`src/rtl/counter_pkg.sv`:
```
// Shared types and default constants for the counter crossing scheduler.
package counter_pkg;

    typedef enum logic [1:0] {
        ST_IDLE = 2'd0,
        ST_REQ  = 2'd1,
        ST_REL  = 2'd2
    } state_e;

    localparam int DEF_NUM_REQ = 4;
    localparam int DEF_CNT_W   = 8;
    localparam int DEF_TIMEOUT = 200;

endpackage

```
`src/rtl/counter_sync_2ff.sv`:
```
// Two-flop level synchronizer from the crossing library; resets to 0.
module counter_sync_2ff (
    input  logic clk,
    input  logic rst_n,
    input  logic d,
    output logic q
);

    logic meta_r;
    logic sync_r;

    // Metastability filter chain
    always_ff @(posedge clk or negedge rst_n) begin
        if (!rst_n) begin
            meta_r <= 1'b0;
            sync_r <= 1'b0;
        end else begin
            meta_r <= d;
            sync_r <= meta_r;
        end
    end

    assign q = sync_r;

endmodule

```
`src/rtl/counter_sync_arb.sv`:
```
// Round-robin scheduler sharing one req/ack crossing among saturating
// per-channel event counters.
module counter_sync_arb
    import counter_pkg::*;
#(
    parameter int NUM_REQ = DEF_NUM_REQ,
    parameter int CNT_W   = DEF_CNT_W,
    parameter int TIMEOUT = DEF_TIMEOUT
) (
    input  logic                       i_clk,
    input  logic                       i_rstn,
    input  logic [NUM_REQ-1:0]         i_evt,
    input  logic                       i_sync_ack,
    input  logic                       i_err_clr,
    output logic                       o_sync_req,
    output logic [$clog2(NUM_REQ)-1:0] o_sync_id,
    output logic [CNT_W-1:0]           o_sync_data,
    output logic                       o_done,
    output logic                       o_err,
    output logic [NUM_REQ-1:0]         o_ovf,
    output logic                       o_busy
);

    localparam int ID_W  = $clog2(NUM_REQ);
    localparam int TMR_W = $clog2(TIMEOUT);
    localparam logic [CNT_W-1:0] CNT_MAX  = {CNT_W{1'b1}};
    localparam logic [TMR_W-1:0] TMR_LAST = TMR_W'(TIMEOUT - 1);

    state_e               state_r, state_nxt_s;
    logic [ID_W-1:0]      ptr_r;
    logic [TMR_W-1:0]     timer_r;
    logic [CNT_W-1:0]     cnt_r [NUM_REQ];
    logic [NUM_REQ-1:0]   ovf_r;
    logic [NUM_REQ-1:0]   pend_s;
    logic                 req_r, done_r, err_r, busy_r;
    logic [ID_W-1:0]      id_r;
    logic [CNT_W-1:0]     data_r;
    logic                 ack_s;
    logic [ID_W:0]        pick_s;
    logic [ID_W-1:0]      pick_id_s;
    logic                 grant_s, xfer_ok_s, timeout_s;

    // MSB = found; first pending channel strictly after ptr, wrapping.
    function automatic logic [ID_W:0] rr_pick(input logic [NUM_REQ-1:0] pend,
                                              input logic [ID_W-1:0]    ptr);
        logic [ID_W:0] res;
        int            idx;
        res = '0;
        for (int k = NUM_REQ; k >= 1; k--) begin
            idx = (int'(ptr) + k) % NUM_REQ;
            if (pend[idx]) begin
                res = {1'b1, ID_W'(idx)};
            end
        end
        return res;
    endfunction

    counter_sync_2ff u_ack_sync (
        .clk   (i_clk),
        .rst_n (i_rstn),
        .d     (i_sync_ack),
        .q     (ack_s)
    );

    // Non-zero flags feeding the arbiter
    always_comb begin
        pend_s = '0;
        for (int i = 0; i < NUM_REQ; i++) begin
            pend_s[i] = (cnt_r[i] != '0);
        end
    end

    assign pick_s    = rr_pick(pend_s, ptr_r);
    assign pick_id_s = pick_s[ID_W-1:0];

    // Handshake next-state and event decode
    always_comb begin
        state_nxt_s = state_r;
        grant_s     = 1'b0;
        xfer_ok_s   = 1'b0;
        timeout_s   = 1'b0;
        case (state_r)
            ST_IDLE: begin
                if (pick_s[ID_W]) begin
                    grant_s     = 1'b1;
                    state_nxt_s = ST_REQ;
                end else begin
                    state_nxt_s = ST_IDLE;
                end
            end
            ST_REQ: begin
                if (ack_s) begin
                    xfer_ok_s   = 1'b1;
                    state_nxt_s = ST_REL;
                end else if (timer_r == TMR_LAST) begin
                    timeout_s   = 1'b1;
                    state_nxt_s = ST_REL;
                end else begin
                    state_nxt_s = ST_REQ;
                end
            end
            ST_REL: begin
                if (!ack_s) begin
                    state_nxt_s = ST_IDLE;
                end else begin
                    state_nxt_s = ST_REL;
                end
            end
            default: begin
                state_nxt_s = ST_IDLE;
            end
        endcase
    end

    // FSM, pointer, timer and registered handshake outputs
    always_ff @(posedge i_clk or negedge i_rstn) begin
        if (!i_rstn) begin
            state_r <= ST_IDLE;
            ptr_r   <= ID_W'(NUM_REQ - 1);
            timer_r <= '0;
            req_r   <= 1'b0;
            id_r    <= '0;
            data_r  <= '0;
            done_r  <= 1'b0;
            err_r   <= 1'b0;
            busy_r  <= 1'b0;
        end else begin
            state_r <= state_nxt_s;
            busy_r  <= (state_nxt_s != ST_IDLE);
            done_r  <= xfer_ok_s;
            if (grant_s) begin
                id_r    <= pick_id_s;
                data_r  <= cnt_r[pick_id_s];
                req_r   <= 1'b1;
                ptr_r   <= pick_id_s;
                timer_r <= '0;
            end else if (xfer_ok_s || timeout_s) begin
                req_r   <= 1'b0;
            end else if (state_r == ST_REQ) begin
                timer_r <= timer_r + TMR_W'(1);
            end
            if (timeout_s) begin
                err_r <= 1'b1;
            end else if (i_err_clr) begin
                err_r <= 1'b0;
            end
        end
    end

    // Saturating counters; the granted channel restarts from its capture-cycle event
    always_ff @(posedge i_clk or negedge i_rstn) begin
        if (!i_rstn) begin
            for (int i = 0; i < NUM_REQ; i++) begin
                cnt_r[i] <= '0;
            end
            ovf_r <= '0;
        end else begin
            for (int i = 0; i < NUM_REQ; i++) begin
                if (grant_s && (pick_id_s == ID_W'(i))) begin
                    cnt_r[i] <= i_evt[i] ? CNT_W'(1) : '0;
                end else if (i_evt[i]) begin
                    if (cnt_r[i] == CNT_MAX) begin
                        ovf_r[i] <= 1'b1;
                    end else begin
                        cnt_r[i] <= cnt_r[i] + CNT_W'(1);
                    end
                end
            end
        end
    end

    assign o_sync_req  = req_r;
    assign o_sync_id   = id_r;
    assign o_sync_data = data_r;
    assign o_done      = done_r;
    assign o_err       = err_r;
    assign o_ovf       = ovf_r;
    assign o_busy      = busy_r;

endmodule
```
`config.mk`:
```
export PLATFORM = sky130hd
export DESIGN_NAME = counter_sync_arb
export DESIGN_NICKNAME = d
export VERILOG_FILES = /design/src/rtl/counter_pkg.sv /design/src/rtl/counter_sync_2ff.sv /design/src/rtl/counter_sync_arb.sv
export SDC_FILE = /design/constraint.sdc
export NUM_CORES = 1
export LEC_CHECK = 0
export ABC_AREA = 1
export CORE_UTILIZATION = 59
export DETAILED_ROUTE_END_ITERATION = 8
export PLACE_DENSITY = 0.8
export SLEW_MARGIN = 10
export SYNTH_ARGS = -nofsm -noshare
export SYNTH_HDL_FRONTEND = slang
export SYNTH_SLANG_ARGS = --single-unit
```
`constraint.sdc`:
```
create_clock -name i_clk -period 2.6 [get_ports i_clk]
set_input_delay 0.78 -clock i_clk [delete_from_list [all_inputs] [get_ports i_clk]]
set_output_delay 0.78 -clock i_clk [all_outputs]
set_load 0.01 [all_outputs]
```
==> results of run 1 <==
registers in the layout, indices dropped and copies added, names as in the netlist:
signal             cells
cnt_r                 32
o_busy                 1
o_done                 1
o_err                  1
o_ovf                  4
o_sync_data            8
o_sync_id              2
o_sync_req             1
ptr_r                  2
state_r                2
timer_r                8
u_ack_sync.meta_r      1
u_ack_sync.q           1
logic make-up after synthesis:
group | Yosys count | synth area share [%]
simple gates | 300 | 36.95
buf+inv | 83 | 9.253
flops | 64 | 42.52
compound gates | 22 | 3.450
xor+xnor | 20 | 4.843
fa+ha+maj | 9 | 2.985
routing by layer:
layer  up-vias  global-route usage (%)
met5         -                       0
met3        30                   4.333
li1       1630                       -
met2        99                   45.04
met4         0                   12.98
met1      1523                   35.72
Yosys cell counts (6+ instances only):
library cell and n:
o21ai_0 10, nand2_1 150, nand3_1 69, inv_2 20, nor3_1 12, xor2_1 19
inv_1 51, dfrtp_1 62, a21oi_1 6, nand2_2 8, ha_1 9, nor2_1 35
cell type report:
type	instances	area (µm²)	area share, %
tap	75	93.84	2.196
clock buffer	10	137.6	3.221
sequential	64	1604	37.54
clock inverter	6	45.04	1.054
inverter	75	285.3	6.676
timing repair buffer	29	287.8	6.735
multi-input combinational	351	1819	42.58
per-stage QoR:
stage	hold slack (ps)	setup slack, ps	cell area (µm²)	instances
finish	360.7	232.4	4273	610
global route	380.1	8.167	4273	610
CTS	363.2	280.6	4273	610
detailed placement	346.5	240.5	4090	594
global placement	335.6	348.8	4090	594
floorplan	331.2	698.5	3772	498
final timing paths:
check                             startpoint             end  depth (start not counted)
min                        u_ack_sync.meta_r    u_ack_sync.q                          0
max in group asynchronous             i_rstn        ptr_r[1]                          2
min in group asynchronous             i_rstn       cnt_r[26]                          2
min reg2reg                u_ack_sync.meta_r    u_ack_sync.q                          0
max reg2reg                         cnt_r[8]  o_sync_data[3]                         15
max                                 cnt_r[8]  o_sync_data[3]                         15
where the power goes:
part           switching (mW)  internal, mW  leakage, nW
logic                    2.31          1.13         1.31
registers               0.276          1.32        0.835
clock network           0.417         0.372       0.0845
==> results by group, run 1 <==
Synth
  • FFs w/ async S/R, synth: 100.0%
  • Register area share after synthesis: 42.52%
  • Number of synthesized flops with an enable pin: 0
  • Post-synth top flop: dfrtp_1
  • Area leader, netlist: dfrtp_1
  • Synthesized area: 3772 µm²
  • Avg Cell Area, Syn: 7.575 µm²
  • Post-synth top area share: 41.13%
  • Synthesized net count: 515
  • Top post-synthesis cells by area: dfrtp_1 (41%), nand2_1 (15%), nand3_1 (9.2%)
  • Synth warn: 0
  • Cells after synthesis: 498
  • Number of distinct library cells after synthesis: 35
  • Number of synthesized register bits: 64

Drt
  • DR WL met3: 341 µm
  • Drt total wl: 8252 µm
  • DRT Pass-1 Iters: 5
  • Met2 WL: 3952 µm
  • Routed length per instance: 13.53 µm
  • DR iter-0 viols: 341
  • Antenna Nets Post-Route: 0
  • Metal-1 WL: 3713 µm
  • Max layer used: met4
  • Post-route DRC: 0
  • Vias: 3282
  • Via density: 5.380

Setup path
  • Kind of cell adding the most delay to the critical path: simple AND/OR/NAND/NOR gates
  • CP bufs+invs: 2
  • Max FO, Critical Path: 17
  • R2r setup slk: 230 ps
  • Cell Chain, Critical Path: inv_1, ha_1, inv_1, nor2_1, nand3_1, nand3_1, nand2_2, nand2_4, nand3_4, nand2_4, nand2_1, nand3_1, nand2_1, nand2_1, nand2_1
  • Cell repeated most along the worst path: nand2_1
  • Slowest CP cell: dfrtp_1
  • CP max stage delay: 420 ps
  • Worst Path Required: 2850 ps
  • CP Launch Type: register
  • Worst Setup End Kind: register
  • Arr. time, crit path: 2620 ps
  • Critical path type: reg -> reg

Timing
  • Worst slew pin tran: 383.5 ps
  • Post-route clock period utilization: 91.06%
  • Endpoints failing hold: 0
  • Worst rel slew slack: 74.19%
  • Slew Limit Fails: 0
  • Fmax: 422.4 MHz
  • Unrepaired setup endpoints after global routing: false
  • Setup violators final: 0
  • Sum Neg Setup Slack: 0 ps
  • Minimum clock period: 2368 ps
  • Fin Clk Skew: 9.288 ps

Clocking
  • Number of gates resized after cts: 0
  • Longest Clk Path Bufs: 2
  • Total clock buffers created by CTS: 9
  • Worst skew pair latency: 360 ps
  • Setup Buffers After CTS: 0
  • CTS Sinks: 64
  • Post-CTS Hold Fix Bufs: 0
  • CTS root buf: clkbuf_8
  • CTS tree: yes
  • H-tree lvl count: 3
  • Reg clk slew, reported paths: 80 ps

Floorplanning
  • Die Ht: 81.96 µm
  • Starting Density: 62.24%
  • Die ar.: 6717 µm²
  • IO Pins: 26
  • FP Rows: 28
  • Core Footprint: 6061 µm²
  • Chip width: 81.96 µm

Global routing
  • Initial antenna violation count: 0
  • Global-route wire length before repair: 13750 µm
  • Vias in the first global route: 3124
  • GRT overflow: 0
  • Largest net degree at the start of global routing: 65
  • Total GRT Usage: 27.59%

Layout
  • FILL cells: 481
  • Antenna cell count: 0
  • Final nets: 547
  • Synth-to-Final Area Change: 13.27%
  • Share of layout cells above drive strength 1: 13.27%
  • Util after Layout: 70.50%
  • Most common cell after layout, fill and taps aside: nand2_1
  • Commonest non-fill, non-tap cells in the layout: nand2_1 (150), nand3_1 (69), dfrtp_1 (62)

Place
  • Final RePlAce weighted congestion: 0.9740
  • HPWL after detailed placement: 6014 µm
  • I/O Buffers: 25

Power and ir drop
  • Pwr Total: 5.830 mW
  • Power per cell area: 1364 nW/µm²
  • Static Leakage: 2.224 nW
  • Peak VDD IR: 0.0007267 V

Job
  • Max Cap Viol: 0

Worst hold path
  • HP Class: reg -> reg

Status
  • Status: completed
Power figures use the tool's default switching activity.
==> run 2: changes to the inputs <==
Settings changed: GPL_ROUTABILITY_DRIVEN set to 0, SYNTH_HIERARCHICAL set to 1.
==> run 2 against run 1 <==
Core utilization up 0.85 points. Fmax up 0.68%. Combinational power down 13%. Highest routed layer unchanged.
==> results by group, run 2 <==
Status
  • Status: completed

Timing
  • Minimum clock period: 2352 ps
  • Setup violators final: 0
  • Worst slew pin tran: 440.5 ps
  • Fmax: 425.2 MHz
  • Post-route clock period utilization: 90.45%
  • Fin worst setup slack: 248.4 ps
  • Fin Clk Skew: 13.70 ps
  • Min Hold Slack: 321.0 ps
  • Slew Limit Fails: 0
  • Worst rel slew slack: 70.41%
  • Endpoints failing hold: 0
  • Sum Neg Setup Slack: 0 ps
  • Unrepaired setup endpoints after global routing: false

Power and ir drop
  • Logic pwr share: 54.5%
  • Power per cell area: 1286 nW/µm²
  • Peak VDD IR: 0.0006694 V
  • Pwr Total: 5.495 mW
  • Switch share: 48.31%
  • Seq pwr share: 27.9%
  • P_sw: 2.654 mW
  • Int Pwr: 2.840 mW
  • Clock group share of total power: 17.6%
  • Static Leakage: 2.269 nW

Layout
  • Max FFs per register: 32
  • Most common cell after layout, fill and taps aside: nand2_1
  • Commonest non-fill, non-tap cells in the layout: nand2_1 (139), nand3_1 (75), inv_1 (67)
  • Synth-to-Final Area Change: 14.98%
  • Antenna cell count: 0
  • Share of layout cells above drive strength 1: 10.61%
  • Final nets: 549
  • Design area: 4274 µm²
  • FILL cells: 466
  • Top reg by flops: cnt_r
  • Register area: 1604 µm²
  • Multi-input gate area: 1753 µm²

Drt
  • DR iter-0 viols: 254
  • Via density: 5.346
  • Vias: 3272
  • Post-route DRC: 0
  • DRT Pass-1 Iters: 4
  • Routed length per instance: 12.81 µm
  • Drt total wl: 7841 µm
  • Antenna Nets Post-Route: 0

Synth
  • FFs w/ async S/R, synth: 100.0%
  • Count leader, synth: nand2_1
  • Post-Synth Adder-Cell Area: 3.029%
  • Post-synth top area share: 41.74%
  • Synthesized net count: 515
  • Post-synthesis compound-gate area fraction: 4.140%
  • Area leader, netlist: dfrtp_1
  • Post-synth top flop: dfrtp_1
  • Avg Cell Area, Syn: 7.464 µm²
  • XOR/XNOR Fraction of Synth Area: 4.443%
  • Mux cell area share after synthesis: 0%
  • Number of distinct library cells after synthesis: 34
  • Number of synthesized register bits: 64
  • Synth warn: 6
  • Cells after synthesis: 498
  • Synth Area in Simple Gates: 35.34%
  • Post-synth top cells: nand2_1 (139), nand3_1 (75), inv_1 (67), dfrtp_1 (62), nor2_1 (39)
  • Number of synthesized flops with an enable pin: 0
  • Register area share after synthesis: 43.15%
  • Synthesized area: 3717 µm²
  • Top post-synthesis cells by area: dfrtp_1 (42%), nand2_1 (14%), nand3_1 (10%)
  • Main combinational cell family by area after synthesis: simple AND/OR/NAND/NOR gates

Global routing
  • Met3 Use GR: 7.416%
  • GRT overflow: 0
  • Global-route wire length before repair: 12830 µm
  • Grt peak-use layer: met2
  • Vias in the first global route: 2885
  • Largest net degree at the start of global routing: 28
  • Initial antenna violation count: 0
  • Grt met2 use: 42.25%
  • Total GRT Usage: 25.94%
  • GRT met1 Usage: 33.12%

Setup path
  • CP Launch Type: register
  • Critical path type: reg -> reg
  • Reg2reg end: cnt_r[17]
  • CP max stage delay: 430 ps
  • Max FO, Critical Path: 11
  • Slowest CP cell: dfrtp_1
  • Worst Path Required: 2850 ps
  • Cell Chain, Critical Path: inv_1, ha_1, inv_1, nor2_1, nand3_1, nand3_1, nand2_1, nor2_2, nand2_1, nand3_2, inv_2, nor2_4, nand2_2, nand2_1, inv_1
  • Worst Setup End Kind: register
  • R2r setup slk: 250 ps
  • Launching point of the worst reg2reg path: cnt_r[24]
  • Cells on worst reg2reg path: 15
  • Arr. time, crit path: 2600 ps

Floorplanning
  • Core Footprint: 5991 µm²
  • Starting Density: 62.05%
  • FP Rows: 28
  • IO Pins: 26
  • Die ar.: 6622 µm²
  • Die Ht: 81.38 µm
  • Chip width: 81.38 µm

Place
  • DP Worst Slack: 270.9 ps
  • HPWL after detailed placement: 5834 µm
  • I/O Buffers: 25
  • Placed cell area: 4040 µm²

Worst hold path
  • HP Class: in -> async

Job
  • Max Cap Viol: 0

Clocking
  • H-tree lvl count: 3
  • Reg clk slew, reported paths: 80 ps
  • CTS tree: yes
  • CTS root buf: clkbuf_8
  • Worst skew pair latency: 360 ps
  • Post-CTS Hold Fix Bufs: 0
  • Longest Clk Path Bufs: 2
  • Setup Buffers After CTS: 0
  • CTS Sinks: 64
  • Number of gates resized after cts: 0
  • Total clock buffers created by CTS: 9
## run 2: cell types whose count changed after synthesis, sizes merged, moves of 3 or more
cell	delta
clkinv	-3
inv	+9
nand2	-16
nand3	+4
nor2	+3
o21ai	+5
xnor2	+3
xor2	-5
## run 2: power by group through the flow
stage	clock network [mW]	logic [mW]	registers, mW
2_1_floorplan	0	2.31	1.51
3_3_place_gp	0	2.87	1.54
3_5_place_dp	0	2.93	1.55
4_1_cts	0.990	2.95	1.53
5_1_grt	1.03	3.36	1.56
6_report	0.966	2.99	1.53
## run 2: worst max path at each step
stage / depth (start not counted) / endpoint / from
floorplan: 16 / cnt_r[21] / cnt_r[24]
global placement: 8 / cnt_r[7] / i_evt[3]
detailed placement: 8 / cnt_r[7] / i_evt[3]
CTS: 15 / o_ovf[0] / cnt_r[24]
global route: 14 / cnt_r[8] / cnt_r[8]
finish: 15 / cnt_r[17] / cnt_r[24]
## run 2: logic make-up (layout without fill, tap and decap cells)
group,after synthesis,count (layout)
and+or+nand+nor,292,292
buffers and inverters,89,128
DFF,64,64
AOI/OAI and AO/OA,26,26
xor gates and xnor gates,18,18
adders and majority gates,9,9
## run 2: per-layer routing
layer	wire length, µm	vias to the layer above
li1	-	1643
met1	3538	1526
met2	3689	90
met3	473	13
met4	139	0
met5	0	-
## run 2: layout make-up
| type | count | share of cell area (%) |
|---|---|---|
| timing repair buffer | 31 | 6.792 |
| multi-input combinational | 345 | 41.01 |
| clock inverter | 7 | 2.400 |
| inverter | 81 | 7.172 |
| tap | 75 | 2.196 |
| sequential | 64 | 37.53 |
| clock buffer | 9 | 2.898 |
## run 2: critical path: cells and delay by family, from the launching register on
kind / cells / cell delay (ps)
and+or+nand+nor: 10 / 1300
adders and majority gates: 1 / 150
buffers and inverters: 4 / 350
DFF: 1 / 430
## run 2: metrics by stage
stage / utilization (%) / cells
detailed placement: 67.44 / 596
global placement: 67.44 / 596
finish: 71.35 / 612
floorplan: - / 498
global route: 71.35 / 612
CTS: 71.22 / 612
==> run 3: changes to the inputs <==
Settings changed: CORE_ASPECT_RATIO set to 0.8, RECOVER_POWER set to 50.
==> run 3 against run 2 <==
Die area about the same. Via count shrank 0.40%. The flow now finishes with violations (capacitance limit, slew limit). Core utilization is 0.39 points lower. Fmax fell by 4.0%. Sequential power about the same. Routed wire length increased by 2.7%. Critical path type unchanged.
==> results by group, run 3 (same netlist as run 2, synthesis figures left out) <==
Global routing
  • GRT met1 Usage: 35.65%
  • Grt peak-use layer: met2
  • Vias in the first global route: 2923
  • GRT overflow: 0
  • Total GRT Usage: 26.30%
  • Initial antenna violation count: 0
  • Met3 Use GR: 5.104%
  • Global-route wire length before repair: 13500 µm
  • Largest net degree at the start of global routing: 65
  • Grt met2 use: 42.76%

Place
  • Placed cell area: 4038 µm²
  • HPWL after detailed placement: 5844 µm
  • I/O Buffers: 25

Floorplanning
  • Die ar.: 6624 µm²
  • Starting Density: 61.90%
  • Chip width: 90.75 µm
  • Core Footprint: 6006 µm²
  • IO Pins: 26
  • Die Ht: 73.00 µm
  • FP Rows: 25

Setup path
  • Cell Chain, Critical Path: inv_1, ha_1, nor3b_2, nand3_1, nand3_1, nand2_1, inv_1, nand2_1, nand2_1, nand2_2, nand2_2, nand2_1, inv_2, nand2_1, nand3_1
  • Critical path type: reg -> reg
  • Max FO, Critical Path: 12
  • Worst Path Required: 2890 ps
  • Arr. time, crit path: 2740 ps
  • Cell repeated most along the worst path: nand2_1
  • Worst Setup End Kind: register
  • Crit path from: cnt_r[8]
  • CP max stage delay: 450 ps
  • Launching point of the worst reg2reg path: cnt_r[8]
  • Slowest CP cell: dfrtp_1
  • CP Launch Type: register

Clocking
  • Total clock buffers created by CTS: 9
  • Reg clk slew, reported paths: 80 ps
  • H-tree lvl count: 3
  • Worst skew pair latency: 350 ps
  • CTS Sinks: 64
  • Longest Clk Path Bufs: 2
  • CTS tree: yes
  • CTS root buf: clkbuf_8

Timing
  • Minimum clock period: 2449 ps
  • Slew Limit Fails: 65
  • Worst rel slew slack: -2.212%
  • Worst slew pin tran: 1533 ps
  • Endpoints failing hold: 0
  • Fmax: 408.3 MHz
  • Post-route clock period utilization: 94.21%
  • Setup violators final: 0
  • Unrepaired setup endpoints after global routing: false
  • Fin Clk Skew: 14.71 ps
  • Sum Neg Setup Slack: 0 ps

Power and ir drop
  • Pwr Total: 5.529 mW
  • Int Pwr: 2.825 mW
  • Switch share: 48.90%
  • Clock group share of total power: 17.8%
  • Seq pwr share: 27.8%
  • Peak VDD IR: 0.0006733 V
  • Static Leakage: 2.265 nW
  • Power per cell area: 1297 nW/µm²
  • Logic pwr share: 54.4%
  • P_sw: 2.704 mW

Layout
  • Util after Layout: 70.96%
  • Synth-to-Final Area Change: 14.64%
  • Max FFs per register: 32
  • Most common cell after layout, fill and taps aside: nand2_1
  • Design area: 4262 µm²
  • Top reg by flops: cnt_r
  • Share of layout cells above drive strength 1: 10.11%
  • Commonest non-fill, non-tap cells in the layout: nand2_1 (139), nand3_1 (75), inv_1 (67)
  • Antenna cell count: 0
  • Final nets: 546

Drt
  • Routed length per instance: 13.10 µm
  • Via density: 5.299
  • Antenna Nets Post-Route: 0
  • Post-route DRC: 0
  • Vias: 3259
  • DR iter-0 viols: 279
  • DRT Pass-1 Iters: 5
  • Drt total wl: 8056 µm

Status
  • Failing checks: capacitance limit, slew limit
  • Status: finished, violations left

Worst hold path
  • Worst hold start: u_ack_sync/meta_r
  • HP Class: reg -> reg

Job
  • Max Cap Viol: 1
## run 3: cell types whose count changed in the layout (fill, tap and decap cells not counted), sizes merged
cell,before,now
buf,7,3
clkbuf,9,10
clkdlybuf4s50,24,20
clkinv,2,1
clkinvlp,1,0
dlygate4sd3,0,4
inv,83,85
## run 3: path summary, 6_finish.rpt
kind / end / slack, ps / cells after the start
setup reg to reg: cnt_r[8] / 150 / 15
hold / removal: u_ack_sync/q / 360 / 0
max in group asynchronous: cnt_r[1] / 770 / 2
hold reg to reg: u_ack_sync/q / 360 / 0
setup / recovery: cnt_r[8] / 150 / 15
min in group asynchronous: cnt_r[12] / 870 / 2
## run 3: repair_timing
action	CTS	global route
hold buffers	0	0
endpoints found under the setup margin	0	1
buffers inserted	0	0
gates resized for setup	0	2
## run 3: final cells by class
type	count	area (µm²)
timing repair buffer	28	265.3
tap	81	101.3
clock inverter	7	100.1
inverter	81	306.5
sequential	64	1604
multi-input combinational	345	1760
clock buffer	9	123.9
fill	486	1744
## run 3: routing by layer
layer	wire length, µm	up-vias	part of all wire (%)
met4	118	0	1.5
met5	0	-	0
met2	3665	112	45
li1	-	1637	-
met1	3835	1497	48
met3	438	13	5.4
## run 3: critical path: cells and delay by family (launching register included)
| kind | cells | cell delay, ps |
|---|---|---|
| AND/OR/NAND/NOR | 11 | 1420 |
| buffers and inverters | 3 | 360 |
| flip-flops | 1 | 450 |
| adder cells (fa/ha/maj) | 1 | 150 |
## run 3: power groups by stage
stage / Combinational [mW] / Sequential, mW / Clock (mW)
2_1_floorplan: 2.31 / 1.51 / 0
3_3_place_gp: 2.84 / 1.54 / 0
3_5_place_dp: 2.88 / 1.55 / 0
4_1_cts: 2.91 / 1.53 / 0.998
5_1_grt: 3.37 / 1.57 / 1.04
6_report: 3.01 / 1.54 / 0.983
## run 3: per-stage QoR
| stage | hold WS [ps] | setup slack, ps | std cells |
|---|---|---|---|
| detailed placement | 334.7 | 275.2 | 599 |
| finish | 356.3 | 150.7 | 615 |
| global route | 358.7 | 4.143 | 615 |
| CTS | 353.8 | 243.1 | 615 |
| global placement | 334.0 | 325.5 | 599 |
| floorplan | 331.2 | 698.0 | 498 |
